--- src/rtl/l1_mem_arbiter_if.sv ---
// Bus bundle between the L1 caches, the line arbiter and the memory/MMU port.
// The slave modport is the arbiter's view; the master modport is the surrounding caches and memory.
interface l1_mem_arbiter_if #(
  parameter int ADDR_W = 32,
  parameter int LINE_W = 256
);
  logic              i_req;
  logic [ADDR_W-1:0] i_addr;
  logic              i_done;
  logic [LINE_W-1:0] i_rdata;

  logic              d_req;
  logic              d_we;
  logic [ADDR_W-1:0] d_addr;
  logic [LINE_W-1:0] d_wdata;
  logic              d_done;
  logic [LINE_W-1:0] d_rdata;

  logic              mem_req;
  logic              mem_we;
  logic [ADDR_W-1:0] mem_addr;
  logic [LINE_W-1:0] mem_wdata;
  logic              mem_done;
  logic [LINE_W-1:0] mem_rdata;

  logic              busy;
  logic              owner;

  modport slave (
    input  i_req, i_addr, d_req, d_we, d_addr, d_wdata, mem_done, mem_rdata,
    output i_done, i_rdata, d_done, d_rdata, mem_req, mem_we, mem_addr, mem_wdata, busy, owner
  );

  modport master (
    output i_req, i_addr, d_req, d_we, d_addr, d_wdata, mem_done, mem_rdata,
    input  i_done, i_rdata, d_done, d_rdata, mem_req, mem_we, mem_addr, mem_wdata, busy, owner
  );
endinterface

--- src/rtl/l1_mem_arbiter.sv ---
// Line-wide memory port arbiter between I-L1 (read-only) and D-L1 (read/write-back).
// Optional macro L1_ARB_ROUND_ROBIN_EN swaps fixed D-over-I priority for round-robin.
module l1_mem_arbiter #(
  parameter int ADDR_W = 32,
  parameter int LINE_W = 256
) (
  input  logic            sys_clk,
  input  logic            rst,
  l1_mem_arbiter_if.slave bus
);

  localparam int OFF_W = $clog2(LINE_W / 8);

  typedef enum logic [1:0] {
    IDLE = 2'd0,
    BUSY = 2'd1,
    DONE = 2'd2
  } state_t;

  function automatic logic [ADDR_W-1:0] line_align(input logic [ADDR_W-1:0] addr);
    line_align = {addr[ADDR_W-1:OFF_W], {OFF_W{1'b0}}};
  endfunction

  state_t            state_r, state_s;
  logic              mem_req_r, mem_req_s;
  logic              mem_we_r, mem_we_s;
  logic [ADDR_W-1:0] mem_addr_r, mem_addr_s;
  logic [LINE_W-1:0] mem_wdata_r, mem_wdata_s;
  logic              i_done_r, i_done_s;
  logic              d_done_r, d_done_s;
  logic [LINE_W-1:0] i_rdata_r, i_rdata_s;
  logic [LINE_W-1:0] d_rdata_r, d_rdata_s;
  logic              busy_r, busy_s;
  logic              owner_r, owner_s;
  logic              grant_d_s;

`ifdef L1_ARB_ROUND_ROBIN_EN
  logic              prefer_d_r, prefer_d_s;

  // Round-robin winner selection; a lone request always wins.
  always_comb begin
    grant_d_s = bus.d_req && (!bus.i_req || prefer_d_r);
  end
`else
  // Fixed priority: D-L1 wins whenever it is requesting.
  always_comb begin
    grant_d_s = bus.d_req;
  end
`endif

  // Next-state and next-output computation for the transaction FSM.
  always_comb begin
    state_s     = state_r;
    mem_req_s   = mem_req_r;
    mem_we_s    = mem_we_r;
    mem_addr_s  = mem_addr_r;
    mem_wdata_s = mem_wdata_r;
    i_done_s    = 1'b0;
    d_done_s    = 1'b0;
    i_rdata_s   = i_rdata_r;
    d_rdata_s   = d_rdata_r;
    busy_s      = busy_r;
    owner_s     = owner_r;
`ifdef L1_ARB_ROUND_ROBIN_EN
    prefer_d_s  = prefer_d_r;
`endif
    case (state_r)
      IDLE: begin
        if (bus.i_req || bus.d_req) begin
          state_s   = BUSY;
          busy_s    = 1'b1;
          mem_req_s = 1'b1;
          owner_s   = grant_d_s;
`ifdef L1_ARB_ROUND_ROBIN_EN
          prefer_d_s = !grant_d_s;
`endif
          if (grant_d_s) begin
            mem_we_s    = bus.d_we;
            mem_addr_s  = line_align(bus.d_addr);
            mem_wdata_s = bus.d_wdata;
          end else begin
            mem_we_s    = 1'b0;
            mem_addr_s  = line_align(bus.i_addr);
            mem_wdata_s = {LINE_W{1'b0}};
          end
        end else begin
          state_s = IDLE;
          busy_s  = 1'b0;
        end
      end
      BUSY: begin
        if (bus.mem_done) begin
          state_s   = DONE;
          mem_req_s = 1'b0;
          // Write-backs never disturb the returned-line registers.
          if (!mem_we_r && owner_r) begin
            d_rdata_s = bus.mem_rdata;
          end else if (!mem_we_r) begin
            i_rdata_s = bus.mem_rdata;
          end else begin
            d_rdata_s = d_rdata_r;
          end
          if (owner_r) begin
            d_done_s = 1'b1;
          end else begin
            i_done_s = 1'b1;
          end
        end else begin
          state_s = BUSY;
        end
      end
      DONE: begin
        state_s = IDLE;
        busy_s  = 1'b0;
      end
      default: begin
        state_s   = IDLE;
        busy_s    = 1'b0;
        mem_req_s = 1'b0;
      end
    endcase
  end

  // State and output registers; reset aborts any transaction without a done pulse.
  always_ff @(posedge sys_clk or posedge rst) begin
    if (rst) begin
      state_r     <= IDLE;
      mem_req_r   <= 1'b0;
      mem_we_r    <= 1'b0;
      mem_addr_r  <= {ADDR_W{1'b0}};
      mem_wdata_r <= {LINE_W{1'b0}};
      i_done_r    <= 1'b0;
      d_done_r    <= 1'b0;
      i_rdata_r   <= {LINE_W{1'b0}};
      d_rdata_r   <= {LINE_W{1'b0}};
      busy_r      <= 1'b0;
      owner_r     <= 1'b0;
    end else begin
      state_r     <= state_s;
      mem_req_r   <= mem_req_s;
      mem_we_r    <= mem_we_s;
      mem_addr_r  <= mem_addr_s;
      mem_wdata_r <= mem_wdata_s;
      i_done_r    <= i_done_s;
      d_done_r    <= d_done_s;
      i_rdata_r   <= i_rdata_s;
      d_rdata_r   <= d_rdata_s;
      busy_r      <= busy_s;
      owner_r     <= owner_s;
    end
  end

`ifdef L1_ARB_ROUND_ROBIN_EN
  // Round-robin pointer; starts out favouring I-L1.
  always_ff @(posedge sys_clk or posedge rst) begin
    if (rst) begin
      prefer_d_r <= 1'b0;
    end else begin
      prefer_d_r <= prefer_d_s;
    end
  end
`endif

  assign bus.mem_req   = mem_req_r;
  assign bus.mem_we    = mem_we_r;
  assign bus.mem_addr  = mem_addr_r;
  assign bus.mem_wdata = mem_wdata_r;
  assign bus.i_done    = i_done_r;
  assign bus.d_done    = d_done_r;
  assign bus.i_rdata   = i_rdata_r;
  assign bus.d_rdata   = d_rdata_r;
  assign bus.busy      = busy_r;
  assign bus.owner     = owner_r;

endmodule

--- src/flat_wrapper.sv ---
// flat-port wrapper written by rule: the top's interface ports become plain ports
module l1_mem_arbiter_flat 
#(
  parameter int ADDR_W = 32,
  parameter int LINE_W = 256
)
  (sys_clk, rst, bus_i_req, bus_i_addr, bus_d_req, bus_d_we, bus_d_addr, bus_d_wdata, bus_mem_done, bus_mem_rdata, bus_i_done, bus_i_rdata, bus_d_done, bus_d_rdata, bus_mem_req, bus_mem_we, bus_mem_addr, bus_mem_wdata, bus_busy, bus_owner);
  l1_mem_arbiter_if #(.ADDR_W(ADDR_W), .LINE_W(LINE_W)) bus_i ();
  input  logic sys_clk;
  input  logic rst;
  input wire logic [$bits(bus_i.i_req)-1:0] bus_i_req;
  input wire logic [$bits(bus_i.i_addr)-1:0] bus_i_addr;
  input wire logic [$bits(bus_i.d_req)-1:0] bus_d_req;
  input wire logic [$bits(bus_i.d_we)-1:0] bus_d_we;
  input wire logic [$bits(bus_i.d_addr)-1:0] bus_d_addr;
  input wire logic [$bits(bus_i.d_wdata)-1:0] bus_d_wdata;
  input wire logic [$bits(bus_i.mem_done)-1:0] bus_mem_done;
  input wire logic [$bits(bus_i.mem_rdata)-1:0] bus_mem_rdata;
  output wire logic [$bits(bus_i.i_done)-1:0] bus_i_done;
  output wire logic [$bits(bus_i.i_rdata)-1:0] bus_i_rdata;
  output wire logic [$bits(bus_i.d_done)-1:0] bus_d_done;
  output wire logic [$bits(bus_i.d_rdata)-1:0] bus_d_rdata;
  output wire logic [$bits(bus_i.mem_req)-1:0] bus_mem_req;
  output wire logic [$bits(bus_i.mem_we)-1:0] bus_mem_we;
  output wire logic [$bits(bus_i.mem_addr)-1:0] bus_mem_addr;
  output wire logic [$bits(bus_i.mem_wdata)-1:0] bus_mem_wdata;
  output wire logic [$bits(bus_i.busy)-1:0] bus_busy;
  output wire logic [$bits(bus_i.owner)-1:0] bus_owner;
  assign bus_i.i_req = bus_i_req;
  assign bus_i.i_addr = bus_i_addr;
  assign bus_i.d_req = bus_d_req;
  assign bus_i.d_we = bus_d_we;
  assign bus_i.d_addr = bus_d_addr;
  assign bus_i.d_wdata = bus_d_wdata;
  assign bus_i.mem_done = bus_mem_done;
  assign bus_i.mem_rdata = bus_mem_rdata;
  assign bus_i_done = bus_i.i_done;
  assign bus_i_rdata = bus_i.i_rdata;
  assign bus_d_done = bus_i.d_done;
  assign bus_d_rdata = bus_i.d_rdata;
  assign bus_mem_req = bus_i.mem_req;
  assign bus_mem_we = bus_i.mem_we;
  assign bus_mem_addr = bus_i.mem_addr;
  assign bus_mem_wdata = bus_i.mem_wdata;
  assign bus_busy = bus_i.busy;
  assign bus_owner = bus_i.owner;
  l1_mem_arbiter #(.ADDR_W(ADDR_W), .LINE_W(LINE_W)) u_core (.sys_clk(sys_clk), .rst(rst), .bus(bus_i));
endmodule
--- config.mk ---
export PLATFORM = sky130hd
export DESIGN_NAME = l1_mem_arbiter_flat
export DESIGN_NICKNAME = d
export VERILOG_FILES = /design/src/rtl/l1_mem_arbiter_if.sv /design/src/rtl/l1_mem_arbiter.sv /design/src/flat_wrapper.sv
export SDC_FILE = /design/constraint.sdc
export NUM_CORES = 1
export LEC_CHECK = 0
export BUFFER_PORTS_ARGS = -buffer_cell sky130_fd_sc_hd__buf_2
export CORE_AREA = 2 2 538 540
export DETAILED_ROUTE_END_ITERATION = 6
export DIE_AREA = 0 0 540 542
export PLACE_DENSITY = 0.34
export SLEW_MARGIN = 0
export SYNTH_ARGS = -nofsm -noshare
export SYNTH_HDL_FRONTEND = slang
export SYNTH_SLANG_ARGS = --single-unit
--- constraint.sdc ---
create_clock -name sys_clk -period 31.8 [get_ports sys_clk]
set_clock_uncertainty 0.1 [all_clocks]
set_input_delay 3.18 -clock sys_clk [delete_from_list [all_inputs] [get_ports sys_clk]]
set_output_delay 3.18 -clock sys_clk [all_outputs]
set_load 0.05 [all_outputs]
==> summary.json <==
{
  "logic_synthesis": {
    "synthFlopType": "dfrtp_1",
    "post_synth_num_cell_types": 23,
    "syn_area_per_cell_um2": 17.3,
    "largest_cells_by_area_after_synthesis": "dfrtp_1 66%, mux2_2 12%, mux2_4 12%",
    "synth-edff-count": 0,
    "synth_area_um2": 30700,
    "post-synth-top-area-cell": "dfrtp_1",
    "async_flop_share_pct": 100,
    "syn_inst": 1771,
    "ys_seq_area_share_pct": 65.5,
    "ys_ff_latch": 803,
    "post-synth-top-count-cell": "dfrtp_1",
    "synth-warning-count": 0,
    "post_synth_most_frequent_cells": "803 x dfrtp_1, 326 x mux2_2, 257 x a22o_1",
    "yosysTopAreaCellShare_pct": 65.5
  },
  "timing": {
    "grt_setup_unrepaired": "no",
    "finalSetupViolCount": 0,
    "timing.max_slew.rel_slack_pct": 27.5,
    "final_worst_path_period_need_ps": 7250,
    "totalNegativeSetupSlack_ps": 0,
    "worst_slew_pin_slew_ps": 1090,
    "max_freq_mhz": 138,
    "finalHoldViolations": 0,
    "min_period_over_period_pct": 22.8,
    "report.final.slew_viol_count": 0
  },
  "global_route": {
    "grt_start_max_net_pins": 143,
    "grt_overflow": 0,
    "number_of_global_route_vias_before_repair": 23000,
    "grt_pass1_wl_um": 238000,
    "initial_antenna_violation_count": 200,
    "all_layer_gr_usage_pct": 12.1
  },
  "cts": {
    "cts_clock_pin_slew_for_the_worst_setup_and_hold_paths_ps": 60,
    "number_of_hold_repair_buffers_added_at_the_cts_stage": 0,
    "max-clock-path-buffers": 4,
    "clk-insertion-delay-late_ps": 820,
    "tritoncts": "done",
    "postCtsSetupRepairBufs": 0,
    "cts_root_buf": "clkbuf_16",
    "cts_sinks": 803,
    "cts-buffers-inserted": 104,
    "cts_resized": 0,
    "clock_tree.htree_level_count": 3
  },
  "placed_design": {
    "hpwl_after_detailed_placement_um": 151000,
    "port-buffer-count": 1372,
    "gp_congestion": 0.890
  },
  "worst_setup_path": {
    "cp_cell_sequence": "buf_2, nand3b_4, or3b_4, buf_12, buf_4, buf_4, buf_4, mux2_4",
    "cp.arrival_ps": 7830,
    "crit_path_max_fanout": 78,
    "timing.critical_path.from_type": "input port",
    "cp_dominant_cell_by_count": "buf_4",
    "crit_path_end_kind": "register",
    "worst-setup-path-type": "in -> reg",
    "crit_path_slowest_cell": "buf_4",
    "cp_slowest_stage_delay_ps": 800,
    "critical_path_required_ps": 32380
  },
  "cells_and_area": {
    "filler_cell_count": 32000,
    "finish.net_count": 3738,
    "share_of_post_route_cells_with_drive_strength_above_1_pct": 65.8,
    "syn_to_final_growth_pct": 47.3
  },
  "run": {
    "cap_violations": 0
  },
  "floorplan": {
    "rows": 197,
    "ios": 1388,
    "die_outline_area_um2": 293000,
    "die_h_um": 542,
    "floorplan.initialDensity_pct": 10.7,
    "core_area_um2": 287000,
    "dieWidth_um": 540
  },
  "drt": {
    "post_drt_via_cell_ratio": 3.14,
    "routed-via-count": 22200,
    "first_iter_violations": 1121,
    "routed_wl_um": 183000,
    "detail-route-antenna-nets": 0,
    "drt_pre_antenna_iters": 5,
    "route.detailed.wl_per_inst_um": 25.9,
    "drc_errors": 0
  },
  "status": {
    "run_status": "finished clean"
  },
  "worst_hold_path": {
    "min_path_type": "reg -> reg"
  }
}
[area by class of cell]
cell class                 instances  area [um^2]  area share (%)
timing repair buffer            1400         7130            15.8
clock inverter                    22          340           0.753
inverter                           3         18.8          0.0415
clock buffer                     152         3020            6.69
tap                             3781         4730            10.5
antenna                           70          175           0.388
multi-input combinational        844         9660            21.4
sequential                       803        20100            44.5
[cell families after synthesis]
kind of cell | after synthesis | synth area share, %
compound gates | 261 | 7.41
buf+inv | 128 | 3.11
flops | 803 | 65.5
mux | 566 | 23.7
other cells | 1 | 0.0122
simple gates | 12 | 0.245
[flip-flops by register name (all words and copies together) (netlist names)]
signal and count:
u_core.bus.i_done 1, u_core.bus.owner 1, u_core.bus.d_rdata 256, u_core.bus.mem_we 1, u_core.bus.mem_req 1, u_core.bus.mem_addr 27, u_core.bus.d_done 1, u_core.bus.i_rdata 256
u_core.bus.busy 1, u_core.bus.mem_wdata 256, u_core.state_r 2
[path summary, 6_finish.rpt]
check,slack [ps],from,cells after the start,end
setup / recovery,24550,bus_mem_done,8,u_core.bus.d_rdata[225]
hold / removal,370,u_core.bus.mem_req,2,u_core.bus.mem_req
setup reg to reg,26490,u_core.bus.owner,6,u_core.bus.d_rdata[225]
hold reg to reg,370,u_core.bus.mem_req,2,u_core.bus.mem_req
max in group asynchronous,25870,rst,6,u_core.bus.i_rdata[163]
min in group asynchronous,2370,rst,2,u_core.bus.mem_wdata[213]
[routing by layer]
metal / GRT usage (%) / vias to the layer above / part of all wire, % / routed length, um
met5: 0 / - / 0.54 / 996
met4: 3.38 / 154 / 3.0 / 5500
met3: 8.02 / 374 / 15 / 27200
met2: 19.2 / 1290 / 45 / 82900
met1: 13.1 / 11000 / 36 / 66600
li1: - / 9364 / - / -
[critical path: cells and delay by family]
kind,cells,cell delay (ps)
and+or+nand+nor,2,770
buffers and inverters,5,2850
muxes,1,360
[stage by stage]
stage	utilization [%]	setup slack, ps	instances	hold WS (ps)	cell area, um^2
detailed placement	14.5	23740	6831	363	41600
global route	15.7	24420	7042	406	45100
CTS	15.7	24630	7005	377	45000
global placement	14.5	23770	6831	370	41600
finish	15.7	24550	7075	372	45200
floorplan	-	5970	1775	451	30700
[placed cells by master, fill, tap and decap left out, types with 2 or more instances in the layout]
cell type	n
o21ai_0	2
buf_12	4
clkinvlp_4	3
clkinv_16	2
a22o_1	257
conb_1	5
buf_2	1372
clkbuf_8	22
nor2_1	2
mux2_4	240
dfrtp_1	803
clkbuf_16	105
bufinv_16	6
mux2_2	326
inv_1	2
clkinv_2	8
nand2_1	4
buf_4	24
clkbuf_1	25
diode_2	70
Power is not shown: default switching activity piles up to over one toggle a cycle in this logic, so the estimate is an artifact.
